--- src/rtl/mmac_operand_loader_pkg.sv ---
// Shared sizes, loader state encoding and packing helper for the MMAC operand loader.
package mmac_operand_loader_pkg;
  localparam int M_SIZE     = 4;
  localparam int VAR_WIDTH  = 8;
  localparam int DATA_WIDTH = M_SIZE * M_SIZE * VAR_WIDTH;
  localparam int ELEMS      = M_SIZE * M_SIZE;
  localparam int IDX_W      = $clog2(ELEMS);

  typedef enum logic [1:0] {LOAD_A, LOAD_B, PRESENT} loader_state_t;

  // Bit offset of element [r][c] inside a packed matrix (row-major).
  function automatic int pack_idx(input int r, input int c);
    return (r * M_SIZE + c) * VAR_WIDTH;
  endfunction
endpackage

--- src/rtl/mmac_operand_loader_if.sv ---
// Element-stream input and packed-pair output of the operand loader.
interface mmac_operand_loader_if;
  logic                                          in_valid;
  logic                                          in_ready;
  logic [mmac_operand_loader_pkg::VAR_WIDTH-1:0]  in_data;
  logic                                          mat_valid;
  logic                                          mat_ready;
  logic [mmac_operand_loader_pkg::DATA_WIDTH-1:0] matrixA;
  logic [mmac_operand_loader_pkg::DATA_WIDTH-1:0] matrixB;
  logic                                          mat_first;
  logic [7:0]                                    group_cnt;

  modport slave (
    input  in_valid, in_data, mat_ready,
    output in_ready, mat_valid, matrixA, matrixB, mat_first, group_cnt
  );

  modport master (
    output in_valid, in_data, mat_ready,
    input  in_ready, mat_valid, matrixA, matrixB, mat_first, group_cnt
  );
endinterface

--- src/rtl/mmac_operand_loader_bank.sv ---
// One A/B operand register pair: element write port, packed read buses.
module mmac_operand_bank
  import mmac_operand_loader_pkg::*;
(
  input  logic                  clock_i,
  input  logic                  reset_ni,
  input  logic                  we_i,
  input  logic                  sel_i,
  input  logic [IDX_W-1:0]      idx_i,
  input  logic [VAR_WIDTH-1:0]  data_i,
  output logic [DATA_WIDTH-1:0] mat_a_o,
  output logic [DATA_WIDTH-1:0] mat_b_o
);
  logic [ELEMS-1:0][VAR_WIDTH-1:0] a_q, b_q;

  always_ff @(posedge clock_i) begin
    if (!reset_ni) begin
      a_q <= '0;
      b_q <= '0;
    end else if (we_i) begin
      if (sel_i) b_q[idx_i] <= data_i;
      else       a_q[idx_i] <= data_i;
    end
  end

  for (genvar r = 0; r < M_SIZE; r++) begin : g_row
    for (genvar c = 0; c < M_SIZE; c++) begin : g_col
      assign mat_a_o[pack_idx(r, c) +: VAR_WIDTH] = a_q[r*M_SIZE+c];
      assign mat_b_o[pack_idx(r, c) +: VAR_WIDTH] = b_q[r*M_SIZE+c];
    end
  end
endmodule

--- src/rtl/mmac_operand_loader.sv ---
// Assembles an A/B operand pair from an element stream and hands it to the MMAC.
// Define MMAC_LOADER_DBUF_EN for ping-pong banks (load next pair while presenting).
module mmac_operand_loader
  import mmac_operand_loader_pkg::*;
#(
  parameter int ACC_DEPTH = 4
) (
  input logic                  clock,
  input logic                  reset,
  input logic                  clear,
  mmac_operand_loader_if.slave bus
);
`ifdef MMAC_LOADER_DBUF_EN
  localparam int NBANK = 2;
  localparam loader_state_t AFTER_B = LOAD_A;
`else
  localparam int NBANK = 1;
  localparam loader_state_t AFTER_B = PRESENT;
`endif

  loader_state_t                    state_q;
  logic [IDX_W-1:0]                 elem_q;
  logic [7:0]                       pair_q, pair_nxt;
  logic                             mat_valid_q;
  logic                             in_ready, acc, last_elem, last_b, hs;
  logic [NBANK-1:0]                 bank_we;
  logic [NBANK-1:0][DATA_WIDTH-1:0] bank_a, bank_b;

  assign acc       = bus.in_valid && in_ready;
  assign last_elem = (elem_q == IDX_W'(ELEMS - 1));
  assign last_b    = acc && (state_q == LOAD_B) && last_elem;
  assign hs        = mat_valid_q && bus.mat_ready;
  assign pair_nxt  = (pair_q == 8'(ACC_DEPTH - 1)) ? 8'd0 : pair_q + 8'd1;

`ifdef MMAC_LOADER_DBUF_EN
  logic       fill_q, pres_q;
  logic [1:0] full_q, full_d;

  // full_q counts completed pairs not yet handed off (0..2).
  assign full_d   = full_q + {1'b0, last_b} - {1'b0, hs};
  assign in_ready = !clear && (full_q != 2'd2);
  assign bank_we  = {acc && fill_q, acc && !fill_q};
  assign bus.matrixA = bank_a[pres_q];
  assign bus.matrixB = bank_b[pres_q];
`else
  assign in_ready = !clear && (state_q != PRESENT);
  assign bank_we  = acc;
  assign bus.matrixA = bank_a[0];
  assign bus.matrixB = bank_b[0];
`endif

  always_ff @(posedge clock) begin
    if (!reset || clear) begin
      state_q     <= LOAD_A;
      elem_q      <= '0;
      pair_q      <= '0;
      mat_valid_q <= 1'b0;
`ifdef MMAC_LOADER_DBUF_EN
      fill_q      <= 1'b0;
      pres_q      <= 1'b0;
      full_q      <= '0;
`endif
    end else begin
      if (acc) begin
        elem_q <= last_elem ? '0 : elem_q + 1'b1;
        if (last_elem) state_q <= (state_q == LOAD_A) ? LOAD_B : AFTER_B;
      end
`ifdef MMAC_LOADER_DBUF_EN
      if (last_b) fill_q <= !fill_q;
      if (hs) begin
        pres_q <= !pres_q;
        pair_q <= pair_nxt;
      end
      // A finishing fill and a handoff in the same cycle keep mat_valid high.
      full_q      <= full_d;
      mat_valid_q <= (full_d != 2'd0);
`else
      if (last_b) mat_valid_q <= 1'b1;
      if (hs) begin
        state_q     <= LOAD_A;
        mat_valid_q <= 1'b0;
        pair_q      <= pair_nxt;
      end
`endif
    end
  end

  for (genvar b = 0; b < NBANK; b++) begin : g_bank
    mmac_operand_bank u_bank (
      .clock_i  (clock),
      .reset_ni (reset),
      .we_i     (bank_we[b]),
      .sel_i    (state_q == LOAD_B),
      .idx_i    (elem_q),
      .data_i   (bus.in_data),
      .mat_a_o  (bank_a[b]),
      .mat_b_o  (bank_b[b])
    );
  end

  assign bus.in_ready  = in_ready;
  assign bus.mat_valid = mat_valid_q;
  assign bus.mat_first = mat_valid_q && (pair_q == 8'd0);
  assign bus.group_cnt = pair_q;
endmodule

--- src/flat_wrapper.sv ---
// flat-port wrapper written by rule: the top's interface ports become plain ports
module mmac_operand_loader_flat import mmac_operand_loader_pkg::*;
#(
  parameter int ACC_DEPTH = 4
)
  (clock, reset, clear, bus_in_valid, bus_in_data, bus_mat_ready, bus_in_ready, bus_mat_valid, bus_matrixA, bus_matrixB, bus_mat_first, bus_group_cnt);
  mmac_operand_loader_if bus_i ();
  input logic clock;
  input logic reset;
  input logic clear;
  input wire logic [$bits(bus_i.in_valid)-1:0] bus_in_valid;
  input wire logic [$bits(bus_i.in_data)-1:0] bus_in_data;
  input wire logic [$bits(bus_i.mat_ready)-1:0] bus_mat_ready;
  output wire logic [$bits(bus_i.in_ready)-1:0] bus_in_ready;
  output wire logic [$bits(bus_i.mat_valid)-1:0] bus_mat_valid;
  output wire logic [$bits(bus_i.matrixA)-1:0] bus_matrixA;
  output wire logic [$bits(bus_i.matrixB)-1:0] bus_matrixB;
  output wire logic [$bits(bus_i.mat_first)-1:0] bus_mat_first;
  output wire logic [$bits(bus_i.group_cnt)-1:0] bus_group_cnt;
  assign bus_i.in_valid = bus_in_valid;
  assign bus_i.in_data = bus_in_data;
  assign bus_i.mat_ready = bus_mat_ready;
  assign bus_in_ready = bus_i.in_ready;
  assign bus_mat_valid = bus_i.mat_valid;
  assign bus_matrixA = bus_i.matrixA;
  assign bus_matrixB = bus_i.matrixB;
  assign bus_mat_first = bus_i.mat_first;
  assign bus_group_cnt = bus_i.group_cnt;
  mmac_operand_loader #(.ACC_DEPTH(ACC_DEPTH)) u_core (.clock(clock), .reset(reset), .clear(clear), .bus(bus_i));
endmodule
--- config.mk ---
export PLATFORM = sky130hd
export DESIGN_NAME = mmac_operand_loader_flat
export DESIGN_NICKNAME = d
export VERILOG_FILES = /design/src/rtl/mmac_operand_loader_pkg.sv /design/src/rtl/mmac_operand_loader_if.sv /design/src/rtl/mmac_operand_loader_bank.sv /design/src/rtl/mmac_operand_loader.sv /design/src/flat_wrapper.sv
export SDC_FILE = /design/constraint.sdc
export NUM_CORES = 1
export LEC_CHECK = 0
export CORE_AREA = 2 2 155 142
export CTS_BUF_LIST = sky130_fd_sc_hd__clkbuf_8
export CTS_CLUSTER_SIZE = 40
export DETAILED_ROUTE_END_ITERATION = 16
export DIE_AREA = 0 0 157 144
export PLACE_DENSITY_LB_ADDON = 0.1
export SLEW_MARGIN = 0
export SYNTH_ARGS = -nofsm -noshare
export SYNTH_HDL_FRONTEND = slang
export SYNTH_SLANG_ARGS = --single-unit
--- constraint.sdc ---
create_clock -name clock -period 1.97 [get_ports clock]
set_clock_uncertainty 0.1 [all_clocks]
set_input_delay 0.197 -clock clock [delete_from_list [all_inputs] [get_ports clock]]
set_output_delay 0.197 -clock clock [all_outputs]
set_load 0.03 [all_outputs]
Yosys cells after proc, flatten, opt, wreduce, memory -nomap -nowiden

Cells that the tools add are included.

Add/sub/neg operators: 2
Order comparisons: 2
Eq/ne operators: 4
Muxes and demuxes: 7
Bitwise operators: 1
Reduce and logical (&&, ||, !) cells: 16

Operators by type and width:

| kind                | count |
|---|---|
| $bwmux 128          | 2 |
| $demux 8 s4         | 1 |
| $mux 8              | 2 |
| $add 8x1->8 const B | 1 |
| $eq 8x2->1 const B  | 1 |
| $logic_not 8->1     | 1 |
| $logic_and 1x1->1   | 7 |
| $reduce_and 2->1    | 3 |
| $lt 4x5->1 const B  | 1 |
| $add 4x1->4 const B | 1 |
| $eq 4x4->1 const B  | 1 |
| $ge 4x1->1 const B  | 1 |
| $mux 4              | 1 |
| $eq 2x1->1 const B  | 1 |
| $logic_not 1->1     | 2 |
| $logic_not 2->1     | 1 |
| $mux 2              | 1 |
| $ne 2x2->1 const B  | 1 |
| $reduce_or 2->1     | 1 |
| $logic_or 1x1->1    | 1 |
| $not 1->1           | 1 |

Register bits after elaboration: 271
Input port bits: 13

Longest topological paths before layout

Depth in word-level cells: 5
Depth in mapped cells: 6

Modules after synthesis

Synthesis repeated with hierarchy kept, for this count alone.

Cells, all modules: 981
Area, all modules: 10100.9 µm²

By module, submodules not included:

| module              | times used | cells an instance | area an instance (µm²) | sequential area each (µm²) |
|---|---|---|---|---|
| mmac_operand_bank   | 1          | 887               | 9297.7                 | 5124.9 |
| mmac_operand_loader | 1          | 94                | 803.3                  | 300.3 |

Worst setup path before layout

Ideal clock, no wire load.

Path type: register -> register
Start point: reg u_core.elem_q[0]
End point: reg u_core.g_bank[0].u_bank.a_q, in the netlist u_core.g_bank[0].u_bank.mat_a_o[120]
Setup time: 0.072 ns
Data arrival time: 1.615 ns
Data required time: 1.798 ns
Slack: 0.183 ns
Stages on the path, launching flop included: 6
Buffers on the path: 1
Cells stage by stage: dfxtp_1 ha_1 nand3b_1 buf_6 nor3_2 mux2i_1

Word-level cells in the longest chain between the ends: 5

Ends and longest elaborated chain:

| what                                                                  | line                           | text |
|---|---|---|
| from (decl)                                                           | mmac_operand_loader.sv:22      | `logic [IDX_W-1:0] elem_q;` |
| from (signal assigned)                                                | mmac_operand_loader.sv:65      | `elem_q <= last_elem ? '0 : elem_q + 1'b1;` |
| $lt 4x5->1 (not written as such) / $ge 4x1->1 (equally long branches) | mmac_operand_loader_bank.sv:22 | `else a_q[idx_i] <= data_i;` |
| $logic_and 1x1->1 (not written as such)                               | mmac_operand_loader_bank.sv:22 |  |
| $mux 8 (not written as such)                                          | mmac_operand_loader_bank.sv:22 |  |
| $demux 8 s4 (*)                                                       | mmac_operand_loader_bank.sv:22 |  |
| $bwmux 128 (*)                                                        | mmac_operand_loader_bank.sv:22 |  |
| to (signal, indexed assignment)                                       | mmac_operand_loader_bank.sv:22 |  |
| to (decl)                                                             | mmac_operand_loader_bank.sv:14 | `logic [ELEMS-1:0][VAR_WIDTH-1:0] a_q, b_q;` |

Mark *: on every way between the ends. The rest lies on a longest branch, timed or not.
A chain may end at the register's enable or synchronous reset.

Worst setup path after layout

Start point: reg u_core.pair_q[4], in the netlist u_core.bus.group_cnt[4]
End point: out bus_mat_first

Word-level cells in the longest chain between the ends: 2

Ends and longest elaborated chain:

| what                   | line                       | text |
|---|---|---|
| from (decl)            | mmac_operand_loader.sv:23  | `logic [7:0] pair_q, pair_nxt;` |
| from (signal assigned) | mmac_operand_loader.sv:82  | `pair_q <= pair_nxt;` |
| $logic_not 8->1        | mmac_operand_loader.sv:103 | `assign bus.mat_first = mat_valid_q && (pair_q == 8'd0);` |
| $logic_and 1x1->1      | mmac_operand_loader.sv:103 |  |
| to (decl)              | flat_wrapper.sv:18         | `output wire logic [$bits(bus_i.mat_first)-1:0] bus_mat_first;` |

Every way passes these cells.

==> impl_results.rst <==
.. list-table::
   :header-rows: 1

   * - Metric
     - Value
   * - Status
     - complete, no violations
   * - Share of synthesized area occupied by flip-flops and latches
     - a little over half
   * - Slowest-stage cell, CP
     - dfxtp_4
   * - Hold path startpoint
     - bus_in_data[5]
   * - Unique cell type count in the Yosys netlist
     - 36
   * - Reg2Reg Depth
     - 6
   * - Initial core utilization
     - between 40% and 50%
   * - Actual slew at the worst max-slew pin
     - 666.3 ps
   * - Max Transition Viols Final
     - 0
   * - Clock latency at the later pin of the worst-skew pair
     - 540 ps
   * - Total iterations of the first detailed-routing run
     - 6
   * - Setup repair after global routing missed its margin
     - true
   * - Power density normalized to cell area
     - 703.8 mW/mm²
   * - Average cell area after synthesis
     - 10.51 µm²
   * - Number of endpoints with negative hold slack in the final report
     - 0
   * - Maximum fanout along the worst path
     - 3
   * - Number of fill cells in the layout
     - 1,608
   * - Cell Area, Synth
     - 0.01031 mm²
   * - Setup crit start kind
     - flop
   * - Max Cap Violations
     - 0
   * - Maximum count of clock buffers along a single path
     - 3
   * - TritonCTS Buffers
     - 44
   * - Remaining global-route overflow
     - 0
   * - Final #Nets
     - 1,327
   * - Pin count of the biggest net entering global routing
     - between 100 and 150
   * - Type of the worst setup path
     - reg -> out
   * - Sinks on the clock net
     - 271
   * - Post-synthesis share of cell area spent on full adders, half adders and majority gates
     - less than 1%
   * - Final HPWL from detailed placement
     - 18.43 mm
   * - Cell family contributing the most delay on the critical path
     - simple AND/OR/NAND/NOR gates
   * - Number of placement rows
     - between 50 and 60
   * - Placed inst area
     - about 0.014 mm²
   * - Worst reg2reg path endpoint
     - u_core.g_bank[0].u_bank.mat_b_o[127]
   * - Highest cell delay on the worst timing path
     - between 300 and 400 ps
   * - Worst path arrival time
     - 1630 ps
   * - Antenna Diode Count
     - 0
   * - Final Worst Setup Slack
     - around 46 ps
   * - Place WS
     - 32.21 ps
   * - Post-synthesis mux area share
     - 24.86%
   * - Number of violations reported at the end of detailed-routing iteration 0
     - ~430
   * - Xor and xnor fraction of the mapped netlist area
     - 0.1578%
   * - Worst min-delay path category
     - in -> reg
   * - Register-to-register setup slack
     - 150 ps
   * - Via count of the routed design
     - just over 8,000
   * - Wirelength, routed
     - roughly 29 mm
   * - Number of antenna violations at the first check in global routing
     - 0
   * - Yosys warning total
     - 0
   * - Fraction of final layout cells sized beyond drive strength 1
     - 12.69%
   * - Count of pins on the block boundary
     - 280
   * - Vias in the first global route
     - 8,002
   * - Total number of H-tree levels
     - 2
   * - Setup-failing EPs final
     - 0
   * - Cell area after layout
     - 0.01507 mm²
   * - Worst path cell trace
     - nor4_4, buf_4, and4_1, buf_6
   * - Remaining number of nets flagged by the antenna check after routing
     - 0
   * - Relative slew margins
     - 55.58%
   * - Horizontal extent of the die
     - around 160 µm
   * - Maximum clock frequency
     - roughly 0.52 GHz
   * - Clock transition at the registers of the reported paths
     - 60 ps
   * - Static power due to leakage
     - between 5 and 6 nW
   * - Area Growth Syn to Fin
     - 46.25%
   * - Die H
     - 144 µm
   * - Most common flop cell mapped by yosys
     - dfxtp_1
   * - Cell depth of the worst min-delay path
     - 3
   * - Final Wtd Congestion
     - 0.7995
   * - DIE AREA
     - 0.02261 mm²
   * - Number of DRC violations after detailed routing
     - 0
   * - CTS tree
     - built
   * - Compound-gate portion of the synthesized area
     - ~1.6%
   * - Main combinational cell family by area after synthesis
     - multiplexers
   * - All-layer global routing usage
     - 24.94%
   * - Peak VDD IR
     - 584.1 µV
   * - Number of enable-type register cells in the synthesized netlist
     - 0
   * - Post-DR wirelength/cell
     - 17.52 µm
   * - Number of buffers and inverters on the critical path
     - 2
   * - Global-route wire length before repair
     - 44.25 mm
   * - IO Port Bufs
     - roughly 280
   * - Final worst-path cycle share
     - 97.65%
   * - Area of the core
     - 0.02112 mm²
   * - Gate count after technology mapping
     - 981
   * - Clock root cell
     - clkbuf_8
   * - Synth Net Count
     - 1,000
   * - Fraction of registers with async set/reset
     - 0%
   * - Req. time, crit path
     - 1670 ps
   * - Min cycle time layout
     - 1924 ps
   * - Flops & latches, synth
     - 271
   * - Synth Area in Simple Gates
     - ~17%
   * - Destination of the worst hold path
     - u_core.g_bank[0].u_bank.mat_a_o[37]
   * - Critical path capture point type
     - output port
   * - Worst reg2reg startpoint
     - u_core.elem_q[1]
   * - Post-DR vias/cell
     - 4.997
## power by group
part / switching [mW] / leakage [nW] / internal [mW]
Sequential: 0.00725 / 2.18 / 5.49
Clock: 2.15 / 0.505 / 2.56
Combinational: 0.279 / 2.75 / 0.123
Total: 2.43 / 5.44 / 8.18
## logic make-up (layout without fill, tap and decap cells)
family / Yosys count / after routing
AND/OR/NAND/NOR: 343 / 343
AO/OA/AOI/OAI: 28 / 28
buffers and inverters: 76 / 435
flip-flops: 271 / 271
multiplexers: 256 / 256
XOR/XNOR: 1 / 1
adder cells (fa/ha/maj): 6 / 6
## cells in the mapped netlist (7+ instances only)
library cell | n | area [µm²]
mux2i_1 | 256 | 2562
a21oi_1 | 11 | 55.05
dfxtp_1 | 271 | 5425
inv_1 | 7 | 26.28
nand2_1 | 269 | 1010
clkbuf_1 | 55 | 206.5
o21ai_0 | 8 | 40.04
nor3_4 | 24 | 390.4
or3_1 | 7 | 43.79
## how the worst max path moves through the flow
stage                       startpoint                              endpoint  slack, ps  depth (start not counted)
6_report       u_core.bus.group_cnt[4]                         bus_mat_first         50                          4
5_1_grt        u_core.bus.group_cnt[4]                         bus_mat_first         -8                          4
4_1_cts              u_core.state_q[1]                          bus_in_ready          3                          3
3_5_place_dp                     clear  u_core.g_bank[0].u_bank.mat_a_o[112]         30                          7
3_3_place_gp                     clear   u_core.g_bank[0].u_bank.mat_b_o[98]         70                          7
2_1_floorplan         u_core.elem_q[0]  u_core.g_bank[0].u_bank.mat_a_o[120]        180                          5
## state kept, by name, indices dropped and copies added (netlist names)
| register | count |
|---|---|
| u_core.bus.mat_valid | 1 |
| u_core.g_bank.u_bank.mat_b_o | 128 |
| u_core.elem_q | 4 |
| u_core.state_q | 2 |
| u_core.g_bank.u_bank.mat_a_o | 128 |
| u_core.bus.group_cnt | 8 |
## timing repair
| action | 4_1_cts | 5_1_grt |
|---|---|---|
| pin swaps | 1 | 2 |
| endpoints found under the hold margin | 9 | 0 |
| cloned | 0 | 0 |
| buffers inserted | 1 | 2 |
| hold buffers | 1 | 0 |
| setup endpoints to repair | 7 | 6 |
| gates resized for setup | 9 | 8 |
## through the flow
step | setup TNS, ps | std cells | power [mW] | hold WS (ps) | utilization, %
floorplan | 0 | 981 | 5.828 | 296.2 | -
finish | 0 | 1631 | 10.61 | 350.8 | 71.36
CTS | 0 | 1629 | 10.72 | 318.9 | 71.16
global route | -7.816 | 1631 | 10.98 | 354.5 | 71.36
detailed placement | 0 | 1549 | 6.020 | 345.4 | 66.93
global placement | 0 | 1549 | 6.021 | 340.8 | 66.93
## worst min-delay path: cells and delay by family
family	cells	cell delay, ps
buf+inv	1	400
mux	1	120
simple gates	1	230
## placed cells by master, fill, tap and decap left out, types with 3 or more instances in the layout
cell,instances
clkbuf_8,53
o21ai_0,8
nand3b_1,4
inv_1,26
ha_1,6
or4_1,3
buf_12,37
buf_4,34
nand2b_1,5
or3_1,7
dfxtp_1,268
nor2_1,4
nor3_2,6
dlygate4sd2_1,3
mux2i_1,256
nand2_1,269
nand4_1,3
nor3_4,24
nor2b_1,3
clkinvlp_4,3
dlymetal6s2s_1,5
a21oi_1,11
clkdlybuf4s50_1,268
nand3_1,6
## final cells by class
cell class	instances	area [µm²]	share of cell area, %
clock inverters	25	133.9	0.8882
well taps	291	364.1	2.416
flip-flops and latches	271	5431	36.03
inverters	7	26.28	0.1743
multi-input cells	634	4588	30.44
clock buffers	53	729.5	4.839
repair buffers	350	3800	25.21
## metal layers
metal / GRT usage, % / vias up / wire, µm
li1: - / 3949 / -
met1: 32.10 / 3919 / 12590
met2: 40.72 / 237 / 13420
met3: 7.222 / 45 / 1992
met4: 7.581 / 0 / 571
met5: 0 / - / 0
Note: power is estimated with default switching activity, not from simulation.
